**src/rtl/regfile_wb_arbiter_pkg.sv**
```systemverilog
// rtl/regfile_wb_arbiter_pkg.sv - shared defaults and FSM state type for the writeback arbiter
//
// Purpose: parameter defaults and the starvation FSM state encoding shared by
//          regfile_wb_arbiter and wb_scoreboard.
// Contents: DEF_ADDRESS_WIDTH, DEF_DATA_WIDTH, DEF_STARVE_LIMIT, arb_state_t.
package regfile_wb_arbiter_pkg;

    localparam int DEF_ADDRESS_WIDTH = 5;
    localparam int DEF_DATA_WIDTH    = 32;
    localparam int DEF_STARVE_LIMIT  = 4;

    typedef enum logic [1:0] {
        ST_IDLE     = 2'd0,
        ST_STARVING = 2'd1,
        ST_FORCE    = 2'd2
    } arb_state_t;

endpackage

```
**src/rtl/regfile_wb_arbiter_scoreboard.sv**
```systemverilog
// rtl/regfile_wb_arbiter_scoreboard.sv - pending-destination scoreboard for long-latency ops
//
// Purpose: one pending bit per architectural register. Set on issue, cleared on
//          accepted long-unit writeback; set wins on a same-address collision.
//          Bit 0 is tied low so register 0 never appears pending.
// Ports:
//   clk, rst                 clock, synchronous active-high reset
//   i_set_valid/i_set_addr   mark a destination pending (visible next cycle)
//   i_clr_valid/i_clr_addr   clear a destination
//   i_rd_addr_a/i_rd_addr_b  read addresses
//   o_rd_pend_a/o_rd_pend_b  pending state of the read addresses
//   o_pending                full bitmask
module wb_scoreboard
    import regfile_wb_arbiter_pkg::*;
#(
    parameter int ADDRESS_WIDTH = DEF_ADDRESS_WIDTH
) (
    input  logic                        clk,
    input  logic                        rst,
    input  logic                        i_set_valid,
    input  logic [ADDRESS_WIDTH-1:0]    i_set_addr,
    input  logic                        i_clr_valid,
    input  logic [ADDRESS_WIDTH-1:0]    i_clr_addr,
    input  logic [ADDRESS_WIDTH-1:0]    i_rd_addr_a,
    input  logic [ADDRESS_WIDTH-1:0]    i_rd_addr_b,
    output logic                        o_rd_pend_a,
    output logic                        o_rd_pend_b,
    output logic [2**ADDRESS_WIDTH-1:0] o_pending
);

    localparam int NREG = 2**ADDRESS_WIDTH;
    localparam logic [NREG-1:0] ZERO_MASK = {{(NREG-1){1'b1}}, 1'b0};

    logic [NREG-1:0] r_pending;
    logic [NREG-1:0] w_set_mask;
    logic [NREG-1:0] w_clr_mask;

    always_comb begin
        w_set_mask = '0;
        w_clr_mask = '0;
        if (i_set_valid) w_set_mask[i_set_addr] = 1'b1;
        if (i_clr_valid) w_clr_mask[i_clr_addr] = 1'b1;
    end

    // Clear first, then OR in the set so a colliding set survives.
    always_ff @(posedge clk) begin
        if (rst) begin
            r_pending <= '0;
        end else begin
            r_pending <= ((r_pending & ~w_clr_mask) | w_set_mask) & ZERO_MASK;
        end
    end

    assign o_pending   = r_pending;
    assign o_rd_pend_a = r_pending[i_rd_addr_a];
    assign o_rd_pend_b = r_pending[i_rd_addr_b];

endmodule

```
**src/rtl/regfile_wb_arbiter.sv**
```systemverilog
// rtl/regfile_wb_arbiter.sv - register-file write-port arbiter with starvation control
//
// Purpose: arbitrates the single register-file write port between the pipeline
//          writeback (no backpressure) and a long-latency unit (valid/ready).
//          A starvation FSM forces a long-unit grant after STARVE_LIMIT waiting
//          cycles; a pipeline write colliding with a forced grant is parked in a
//          one-entry hold buffer and written the following cycle.
// Ports:
//   clk, rst                       clock, synchronous active-high reset
//   p_valid/p_addr/p_data          pipeline writeback
//   l_valid/l_addr/l_data/l_ready  long-unit writeback handshake
//   iss_valid/iss_addr             long op issue, marks destination pending
//   A1, A2                         decode source addresses
//   stall                          decode hold
//   WE3/A3/WD3                     registered register-file write port
//   pending                        scoreboard bitmask
module regfile_wb_arbiter
    import regfile_wb_arbiter_pkg::*;
#(
    parameter int ADDRESS_WIDTH = DEF_ADDRESS_WIDTH,
    parameter int DATA_WIDTH    = DEF_DATA_WIDTH,
    parameter int STARVE_LIMIT  = DEF_STARVE_LIMIT
) (
    input  logic                        clk,
    input  logic                        rst,
    input  logic                        p_valid,
    input  logic [ADDRESS_WIDTH-1:0]    p_addr,
    input  logic [DATA_WIDTH-1:0]       p_data,
    input  logic                        l_valid,
    input  logic [ADDRESS_WIDTH-1:0]    l_addr,
    input  logic [DATA_WIDTH-1:0]       l_data,
    output logic                        l_ready,
    input  logic                        iss_valid,
    input  logic [ADDRESS_WIDTH-1:0]    iss_addr,
    input  logic [ADDRESS_WIDTH-1:0]    A1,
    input  logic [ADDRESS_WIDTH-1:0]    A2,
    output logic                        stall,
    output logic                        WE3,
    output logic [ADDRESS_WIDTH-1:0]    A3,
    output logic [DATA_WIDTH-1:0]       WD3,
    output logic [2**ADDRESS_WIDTH-1:0] pending
);

    localparam int CNT_W = $clog2(STARVE_LIMIT + 1);
    localparam logic [CNT_W-1:0] CNT_ONE   = CNT_W'(1);
    localparam logic [CNT_W-1:0] CNT_LIMIT = CNT_W'(STARVE_LIMIT);

    arb_state_t               r_state;
    logic [CNT_W-1:0]         r_cnt;

    logic                     r_hold_valid;
    logic [ADDRESS_WIDTH-1:0] r_hold_addr;
    logic [DATA_WIDTH-1:0]    r_hold_data;

    logic                     r_we;
    logic [ADDRESS_WIDTH-1:0] r_a3;
    logic [DATA_WIDTH-1:0]    r_wd3;

    logic                     w_l_ready;
    logic                     w_l_accept;
    logic                     w_grant_valid;
    logic [ADDRESS_WIDTH-1:0] w_grant_addr;
    logic [DATA_WIDTH-1:0]    w_grant_data;
    logic                     w_hold_load;
    logic                     w_hold_next_valid;
    logic                     w_pend_a;
    logic                     w_pend_b;

    assign w_l_ready  = (r_state == ST_FORCE) || (!r_hold_valid && !p_valid);
    assign w_l_accept = l_valid && w_l_ready;

    // Grant order: hold buffer, forced long write, pipeline, long write.
    always_comb begin
        w_grant_valid     = 1'b0;
        w_grant_addr      = '0;
        w_grant_data      = '0;
        w_hold_load       = 1'b0;
        w_hold_next_valid = r_hold_valid;
        if (r_hold_valid) begin
            w_grant_valid     = 1'b1;
            w_grant_addr      = r_hold_addr;
            w_grant_data      = r_hold_data;
            // An in-flight pipeline write arriving while draining refills the slot.
            w_hold_load       = p_valid;
            w_hold_next_valid = p_valid;
        end else if ((r_state == ST_FORCE) && l_valid) begin
            w_grant_valid     = 1'b1;
            w_grant_addr      = l_addr;
            w_grant_data      = l_data;
            w_hold_load       = p_valid;
            w_hold_next_valid = p_valid;
        end else if (p_valid) begin
            w_grant_valid     = 1'b1;
            w_grant_addr      = p_addr;
            w_grant_data      = p_data;
        end else if (l_valid) begin
            w_grant_valid     = 1'b1;
            w_grant_addr      = l_addr;
            w_grant_data      = l_data;
        end
    end

    // Write port and hold buffer. Address-0 grants are consumed with WE3 low.
    always_ff @(posedge clk) begin
        if (rst) begin
            r_we         <= 1'b0;
            r_a3         <= '0;
            r_wd3        <= '0;
            r_hold_valid <= 1'b0;
            r_hold_addr  <= '0;
            r_hold_data  <= '0;
        end else begin
            r_we         <= w_grant_valid && (w_grant_addr != '0);
            if (w_grant_valid) begin
                r_a3  <= w_grant_addr;
                r_wd3 <= w_grant_data;
            end
            r_hold_valid <= w_hold_next_valid;
            if (w_hold_load) begin
                r_hold_addr <= p_addr;
                r_hold_data <= p_data;
            end
        end
    end

    // Starvation FSM. FORCE lasts one cycle: the long write is taken if still
    // offered, and a withdrawn request simply returns the FSM to IDLE.
    always_ff @(posedge clk) begin
        if (rst) begin
            r_state <= ST_IDLE;
            r_cnt   <= '0;
        end else begin
            case (r_state)
                ST_IDLE: begin
                    if (l_valid && !w_l_ready) begin
                        r_cnt   <= CNT_ONE;
                        r_state <= (CNT_ONE >= CNT_LIMIT) ? ST_FORCE : ST_STARVING;
                    end
                end
                ST_STARVING: begin
                    if (!l_valid || w_l_ready) begin
                        r_cnt   <= '0;
                        r_state <= ST_IDLE;
                    end else begin
                        r_cnt <= r_cnt + CNT_ONE;
                        if ((r_cnt + CNT_ONE) >= CNT_LIMIT) r_state <= ST_FORCE;
                    end
                end
                ST_FORCE: begin
                    r_cnt   <= '0;
                    r_state <= ST_IDLE;
                end
                default: begin
                    r_cnt   <= '0;
                    r_state <= ST_IDLE;
                end
            endcase
        end
    end

    wb_scoreboard #(
        .ADDRESS_WIDTH (ADDRESS_WIDTH)
    ) u_scoreboard (
        .clk         (clk),
        .rst         (rst),
        .i_set_valid (iss_valid && (iss_addr != '0)),
        .i_set_addr  (iss_addr),
        .i_clr_valid (w_l_accept),
        .i_clr_addr  (l_addr),
        .i_rd_addr_a (A1),
        .i_rd_addr_b (A2),
        .o_rd_pend_a (w_pend_a),
        .o_rd_pend_b (w_pend_b),
        .o_pending   (pending)
    );

    assign stall = (r_state == ST_FORCE) || r_hold_valid
                 || ((A1 != '0) && w_pend_a) || ((A2 != '0) && w_pend_b);

    assign l_ready = w_l_ready;
    assign WE3     = r_we;
    assign A3      = r_a3;
    assign WD3     = r_wd3;

endmodule

```
**config.mk**
```make
export PLATFORM = sky130hd
export DESIGN_NAME = regfile_wb_arbiter
export DESIGN_NICKNAME = d
export VERILOG_FILES = /design/src/rtl/regfile_wb_arbiter_pkg.sv /design/src/rtl/regfile_wb_arbiter_scoreboard.sv /design/src/rtl/regfile_wb_arbiter.sv
export SDC_FILE = /design/constraint.sdc
export NUM_CORES = 1
export LEC_CHECK = 0
export ABC_AREA = 1
export BUFFER_PORTS_ARGS = -buffer_cell sky130_fd_sc_hd__buf_2
export CORE_ASPECT_RATIO = 1.1
export CORE_UTILIZATION = 43
export DETAILED_ROUTE_END_ITERATION = 10
export GPL_ROUTABILITY_DRIVEN = 0
export PLACE_DENSITY = 0.74
export SLEW_MARGIN = 30
export SYNTH_ARGS = -nofsm -noshare
export SYNTH_HDL_FRONTEND = slang
export SYNTH_HIERARCHICAL = 1
export SYNTH_SLANG_ARGS = --single-unit
```
**constraint.sdc**
```tcl
create_clock -name clk -period 1.6 [get_ports clk]
set_clock_uncertainty 0.1 [all_clocks]
set_input_delay 0.32 -clock clk [delete_from_list [all_inputs] [get_ports clk]]
set_output_delay 0.32 -clock clk [all_outputs]
set_load 0.005 [all_outputs]
```
==> results of run 1 <==
layout by cell type (no fill, tap or decap), drive strengths merged:
| master | instances |
|---|---|
| o211a | 1 |
| buf | 227 |
| ha | 1 |
| nor2 | 33 |
| o21ai | 42 |
| or2 | 3 |
| inv | 85 |
| clkbuf | 10 |
| o41ai | 3 |
| diode | 1 |
| clkinvlp | 2 |
| bufinv | 1 |
| xnor2 | 1 |
| o211ai | 6 |
| dfxtp | 112 |
| a31oi | 3 |
| clkinv | 2 |
| nand2 | 326 |
| nand3 | 138 |
| conb | 1 |
| nor3 | 12 |
| nand4 | 23 |
| a21oi | 44 |
stage by stage:
stage	cell area (sq um)	utilization [%]	setup TNS (ps)	hold slack, ps	std cells
final	7420	58.2	-335	61.1	1234
after global routing	7420	58.2	-607	61.3	1233
after CTS	7360	57.7	-325	52.4	1233
after detailed placement	6990	54.8	-2490	356	1214
after global placement	6990	54.8	-2300	350	1214
after floorplan	5700	-	0	289	876
critical path, cell delays in order (launching register included):
cell and delay [ps]:
sky130_fd_sc_hd__dfxtp_4 360, sky130_fd_sc_hd__nand2_2 60, sky130_fd_sc_hd__nand3_1 60, sky130_fd_sc_hd__nand3_1 100
sky130_fd_sc_hd__nand2_1 70, sky130_fd_sc_hd__nand2_1 50, sky130_fd_sc_hd__nand2_1 50, sky130_fd_sc_hd__nand2_1 60
sky130_fd_sc_hd__nand2_1 60, sky130_fd_sc_hd__o41ai_2 50, sky130_fd_sc_hd__nand3_1 100, sky130_fd_sc_hd__buf_2 140
sequential cells by signal, indices dropped and copies added (netlist names):
| name | count |
|---|---|
| WE3 | 1 |
| r_hold_addr | 5 |
| r_hold_valid | 1 |
| r_cnt | 3 |
| A3 | 5 |
| r_state | 2 |
| WD3 | 32 |
| r_hold_data | 32 |
| u_scoreboard/o_pending | 31 |
metal layers:
metal | part of all wire (%) | vias to the layer above | wire [um] | GRT usage [%]
li1 | - | 3223 | - | -
met3 | 8.8 | 25 | 1530 | 5.78
met4 | 1.9 | 0 | 333 | 10.5
met2 | 47 | 289 | 8170 | 42.4
met5 | 0 | - | 0 | 0
met1 | 42 | 2971 | 7340 | 31.5
repair_timing:
action | in CTS | in global routing
endpoints found under the setup margin | 2 | 57
hold buffers | 0 | 0
resized for setup | 41 | 21
pin swaps | 6 | 13
buffers inserted | 3 | 0
worst paths after layout:
kind	startpoint	endpoint	cells past startpoint	slack (ps)
worst min register to register	r_hold_data[26]	r_hold_data[26]	2	370
worst min-delay path	p_data[24]	r_hold_data[24]	3	60
worst max register to register	r_state[1]	u_scoreboard/o_pending[25]	8	90
worst max-delay path	u_scoreboard/o_pending[24]	stall	11	-330
kinds of logic after synthesis:
kind of cell / Yosys count / synth area share (%)
simple gates: 535 / 40.7
fa+ha+maj: 1 / 0.220
other cells: 1 / 0.0659
buf+inv: 127 / 10.1
xor+xnor: 1 / 0.154
compound gates: 99 / 9.33
flops: 112 / 39.4
report_power, final:
group | leakage, nW | internal, mW | switching (mW)
combinational | 2.75 | 0.375 | 0.479
clock | 0.139 | 1.22 | 1.04
sequential | 0.927 | 2.86 | 0.0447
cell type report:
class                      count  area, sq um
clock inverter                 6         67.6
clock buffer                  10          229
antenna                        1         2.50
sequential                   112         2290
inverter                      84          325
tap                          157          196
multi-input combinational    637         2920
fill                        1239         5330
timing repair buffer         227         1400
==> flow_results.org, run 1 <==
** Synth
- After synthesis, the largest area contributor takes up 39.4% of total cell area.
- After synthesis, flip-flops and latches occupy 39.4% of the total area.
- Number of synthesis warnings :: 6
- The synthesized netlist occupies a cell area of 0.00569 sq mm.
- Commonest cells in the synthesized netlist :: sky130_fd_sc_hd__nand2_1 (324), sky130_fd_sc_hd__nand3_1 (137), sky130_fd_sc_hd__dfxtp_1 (112), sky130_fd_sc_hd__inv_1 (74), sky130_fd_sc_hd__a21oi_1 (44)
- Count of state elements after synthesis :: 112
- Synthesis instantiated 30 different standard cells from the library.
- Post-synthesis net count :: 971
- sky130_fd_sc_hd__dfxtp_1 takes more of the synthesized area than any other cell.
- For this run, asynchronously set or reset flops after synthesis account for 0%.
- Most frequent cell after synthesis :: sky130_fd_sc_hd__nand2_1
- Synthesis handed over a netlist of 876 instances.
- Predominant post-synthesis flop cell :: sky130_fd_sc_hd__dfxtp_1
- Counting flops with a built-in enable in the synthesized netlist gives 0.
- Each instance of the synthesized netlist takes up on average 6.49 sq um.
- Biggest area contributors in the synthesized netlist :: sky130_fd_sc_hd__dfxtp_1 (39%), sky130_fd_sc_hd__nand2_1 (21%), sky130_fd_sc_hd__nand3_1 (12%), sky130_fd_sc_hd__inv_1 (4.9%), sky130_fd_sc_hd__a21oi_1 (3.9%)

** GRT
- Sum of overflow across all layers after global routing :: 0
- The number of global-route vias before repair was 5,804.
- Number of antenna violations at the first check in global routing :: 1
- Entering global routing, the biggest net connects 44 pins.
- First-pass GRT wire length :: 27,900 um
- Global routing used 25.3% of the available tracks.

** Finish
- Nets :: 1,166
- The area growth from synthesis to layout is 30.5%.
- Of the cells placed in the final design, the portion with a size suffix greater than 1 is 28.8%.

** Clock tree
- CTS buffer count :: 9
- No sink is reached through more buffers than the 2 on the longest clock path.
- TritonCTS clock tree :: yes
- After clock tree synthesis, the clock-pin slew on the worst setup and hold paths is 80 ps.
- Insertion delay to the later sink of the worst-skew pair :: 360 ps
- CTS root buf :: sky130_fd_sc_hd__clkbuf_16
- Total number of H-tree levels :: 3
- The clock drives 112 sinks.

** Pwr
- Overall power consumption after layout is estimated at 6.02 mW.
- IR drop worst, VDD :: 562 uV
- Power spread over the standard cell area amounts to 811 mW/mm^2.
- In this run the static leakage power is 3.82 nW.

** STA
- The worst pin sits at a relative slew slack of 52.9%.
- Final-report setup violation count :: 1
- The routed design could run at a clock period as short as 1930 ps.
- The hold violation total from the final report was 0.
- Across all setup checks in the final design, the least slack found is -335 ps.
- Pin slew with the least headroom to its limit :: 702 ps
- Final max-slew violation count :: 0
- Share of the clock period used by the worst path :: 121%
- Unrepaired setup endpoints after global routing :: true
- Top achievable clock speed :: 517 MHz

** Critical path
- At the worst endpoint, the required time is 1180 ps.
- Arr. time, crit path :: 1510 ps
- The worst setup path is captured at an output port.
- Along the worst path, the maximum fanout reaches 3.
- Crit start category :: flop
- By startpoint and endpoint, the worst setup path is classified as reg -> out.

** Floorplan
- The floorplan has 43 rows.
- The initial utilization of the core area, before any placement, comes to 44.6%.
- During I/O placement, the number of pins put on the boundary was 166.
- Area of the core :: 0.0128 sq mm
- From left edge to right edge, the die measures 112 um.
- Chip height :: 123 um
- The die covers 0.0137 sq mm.

** Placed design
- Final HPWL DP :: 12,300 um
- The count of buffers added on input and output ports is 164.
- Setup Slack @ Placement :: -245 ps

** Run status
- The flow ran to the end, but the final reports show violations.
- The final reports fail on DRC, setup timing.

** Drt
- Count of vias placed by the detailed router :: 6,508
- Drt first-iter violations :: 412
- The routed design has 17,400 um of wire.
- Dividing the detail-routed wire length by the instance count gives 14.1 um.
- 1st-pass router iterations :: 8
- Vias per Instance :: 5.27
- After detailed routing, the number of remaining DRC violations is 22.
- The detail route stage leaves a number of antenna-violating nets equal to 0.

** Job
- Across the run, the number of max-cap violations was 0.

** Min path
- Type of the most critical hold path :: in -> reg
Note: power is estimated with default switching activity, not from simulation.
==> run 2, diff against run 1 <==
CORE_MARGIN = 2   (was unset)
==> run 2 against run 1 <==
- the flow finishes with violations (setup timing)
- first-iteration DRC count increased by 6.8%
- register-to-register slack got worse by 90 ps
- non-clock buffer count increased by 11
- power increased by 4.4%
- cell area increased by 4.4%
- maximum frequency decreased by 0.40%
- via count increased by 1.6%
- combinational power increased by 2.8%
- global-route usage decreased by 0.85 points
- setup slack got worse by 7.7 ps
- sequential share of layout area decreased by 1.3 points
- critical path type unchanged
- largest power group unchanged
==> flow_results.org, run 2 (synthesized netlist as in run 1, its figures left out) <==
** Run status
- The run finished, with violations left.
- The checks that failed: setup timing.

** Clock tree
- CTS root buf :: sky130_fd_sc_hd__clkbuf_16
- Hold repair after CTS inserted 0 buffers.
- Insertion delay to the later sink of the worst-skew pair :: 360 ps
- Register clock-pin slew on the reported worst setup and hold paths :: 80 ps
- Clock Sink Count :: 112
- CTS buffer count :: 9
- Clock tree buffer depth :: 2
- TritonCTS built the clock tree.
- Total number of H-tree levels :: 3

** Drt
- After detailed routing, the total wire length is 18,100 um.
- Drt first-iter violations :: 440
- The routed layout has 6,609 vias.
- The first detailed-routing pass ran for 6 iterations.
- Using the TritonRoute via totals, the vias-per-cell ratio works out to 5.30.
- Once detail routing completed, the nets flagged for antenna violations numbered 0.
- After detailed routing, the number of remaining DRC violations is 0.
- After detailed routing, the average wire length per cell comes to 14.5 um.

** Critical path
- Crit. Startpoint :: u_scoreboard/o_pending[16]
- STA classifies the critical path startpoint as a flop.
- STA classifies the critical path endpoint as an output port.
- Setup slack on the worst reg-to-reg path comes out at 0 ps.
- Following the worst setup path forward leads to its endpoint at stall.
- Cells traversed along the worst timing path :: nand2_1 -> nand3_1 -> nand3_2 -> nand2_1 -> nand2_1 -> nand2_1 -> nand2_1 -> nand2_1 -> o41ai_2 -> nand3_1 -> buf_2
- Data on the critical path is required at its endpoint by 1180 ps.
- The endpoint identified for the worst register-to-register timing path is r_hold_data[9].
- Data arrives at the worst endpoint at 1520 ps.
- The startpoint identified for the worst register-to-register timing path is r_state[0].
- Cell family contributing the most delay on the critical path :: simple AND/OR/NAND/NOR gates
- Highest fanout seen on the critical path :: 3
- Among all stages on the critical path, the largest delay is contributed by sky130_fd_sc_hd__dfxtp_4.
- Most used cell along the critical path :: sky130_fd_sc_hd__nand2_1
- Measured in cells, the most critical reg-to-reg path has a length of 10.
- For this run, the slowest stage of the critical path takes 360 ps.
- In this run the number of cells on the critical path is 11.
- The setup path with the least slack is of type reg -> out.
- The number of buffers and inverters on the critical path is 1.

** GRT
- Largest net degree at the start of global routing :: 39
- First-pass GRT wire length :: 28,000 um
- Number of antenna violations at the first check in global routing :: 1
- The number of global-route vias before repair was 5,841.
- In the global route stage, overall resource usage came out at 24.5%.
- Sum of overflow across all layers after global routing :: 0

** STA
- Dividing the final minimum period by the clock period gives 121%.
- Top achievable clock speed :: 515 MHz
- Final max-slew violation count :: 0
- Unrepaired setup endpoints after global routing :: true
- In the post-route analysis, the smallest setup slack over all paths is -342 ps.
- After layout, the minimum clock period comes to 1940 ps.
- Pin slew with the least headroom to its limit :: 714 ps
- Setup violations remaining at the end of the flow were counted as 2.
- Remaining max-slew budget at the tightest pin :: 52.1%
- Final Hold Vio Count :: 0

** Floorplan
- In this run the horizontal extent of the chip is 114 um.
- In this run the vertical extent of the chip is 125 um.
- The core region is 0.0130 sq mm.
- Count of boundary I/O pins :: 166
- Row generation in the floorplan step produced 44 rows.
- The die covers 0.0142 sq mm.
- Effective utilization at floorplan :: 43.6%

** Job
- The tool flagged a number of max-cap violations equal to 0.

** Finish
- Leaving out fill and tap cells, the most frequent cell in the layout is sky130_fd_sc_hd__nand2_1.
- Most frequent cells in the layout :: sky130_fd_sc_hd__nand2_1 (317), sky130_fd_sc_hd__buf_2 (164), sky130_fd_sc_hd__nand3_1 (126), sky130_fd_sc_hd__dfxtp_1 (81), sky130_fd_sc_hd__inv_1 (63)
- Share of cells above drive strength 1 :: 32.2%
- Count of antenna diodes in the layout :: 0
- Relative to the synthesized area, the layout overhead comes to 36.2%.
- Post-Route Utilization :: 59.4%
- The final layout contains 1,177 nets.

** Pwr
- Total power for the finished layout comes to 6.29 mW.
- Summed over all cells, the static leakage comes to 3.96 nW.
- For this design the ratio of total power to cell area is 811 mW/mm^2.
- IR drop worst, VDD :: 546 uV

** Placed design
- Final HPWL DP :: 12,600 um
- In this run the tool buffered the top-level ports with 164 buffer cells.

** Min path
- Type of the most critical hold path :: in -> reg
run 2: cell types whose count changed in the layout (fill, tap and decap cells not counted), sizes merged:
cell,delta
diode,-1
clkbuf,+4
inv,+2
clkinv,-1
bufinv,+1
clkinvlp,-2
buf,+7
run 2: layout make-up:
cell class / instances / area, sq um
Timing Repair Buffer: 238 / 1570
Multi-Input combinational cell: 637 / 3010
Sequential cell: 112 / 2290
Tap cell: 161 / 201
Inverter: 84 / 345
Fill cell: 1207 / 5300
Clock inverter: 6 / 95.1
Clock buffer: 10 / 229
run 2: through the flow:
step	instances	hold WS (ps)	area, sq um	setup TNS [ps]	setup slack, ps
floorplan	876	289	5700	0	2.81
global placement	1218	351	6990	-1880	-236
detailed placement	1218	356	6990	-2510	-251
CTS	1238	49.0	7370	-330	-315
global route	1248	58.5	7750	-918	-421
finish	1248	54.8	7750	-346	-342
run 2: worst min path at each step:
stage | slack, ps | startpoint | to | cells after the start
after global routing | 60 | p_data[29] | r_hold_data[29] | 3
final | 50 | p_addr[2] | r_hold_addr[2] | 3
after CTS | 50 | p_addr[2] | r_hold_addr[2] | 3
after floorplan | 290 | rst | u_scoreboard/o_pending[14] | 1
after detailed placement | 360 | r_hold_data[16] | r_hold_data[16] | 2
after global placement | 350 | r_hold_addr[1] | r_hold_addr[1] | 2
run 2: power breakdown:
group | internal [mW] | switching [mW] | leakage, nW
logic | 0.384 | 0.495 | 2.87
registers | 2.86 | 0.0462 | 0.928
clock network | 1.40 | 1.10 | 0.158
run 2: tightest hold or removal path, stage by stage:
cell,delay [ps]
sky130_fd_sc_hd__buf_2,80
sky130_fd_sc_hd__nand2_1,50
sky130_fd_sc_hd__nand2_1,40
run 2: repair_timing:
action,CTS,global route
gates cloned,0,4
endpoints found under the setup margin,29,87
pin swaps,4,24
setup buffers,4,6
resized for setup,23,91
run 2: metal layers:
metal  wire length (um)  vias to the layer above  GRT usage (%)
met2               8660                      270           40.0
met4                474                        2           9.90
met5                 13                        -              0
met3               1580                       33           6.03
met1               7360                     3054           30.9
li1                   -                     3250              -
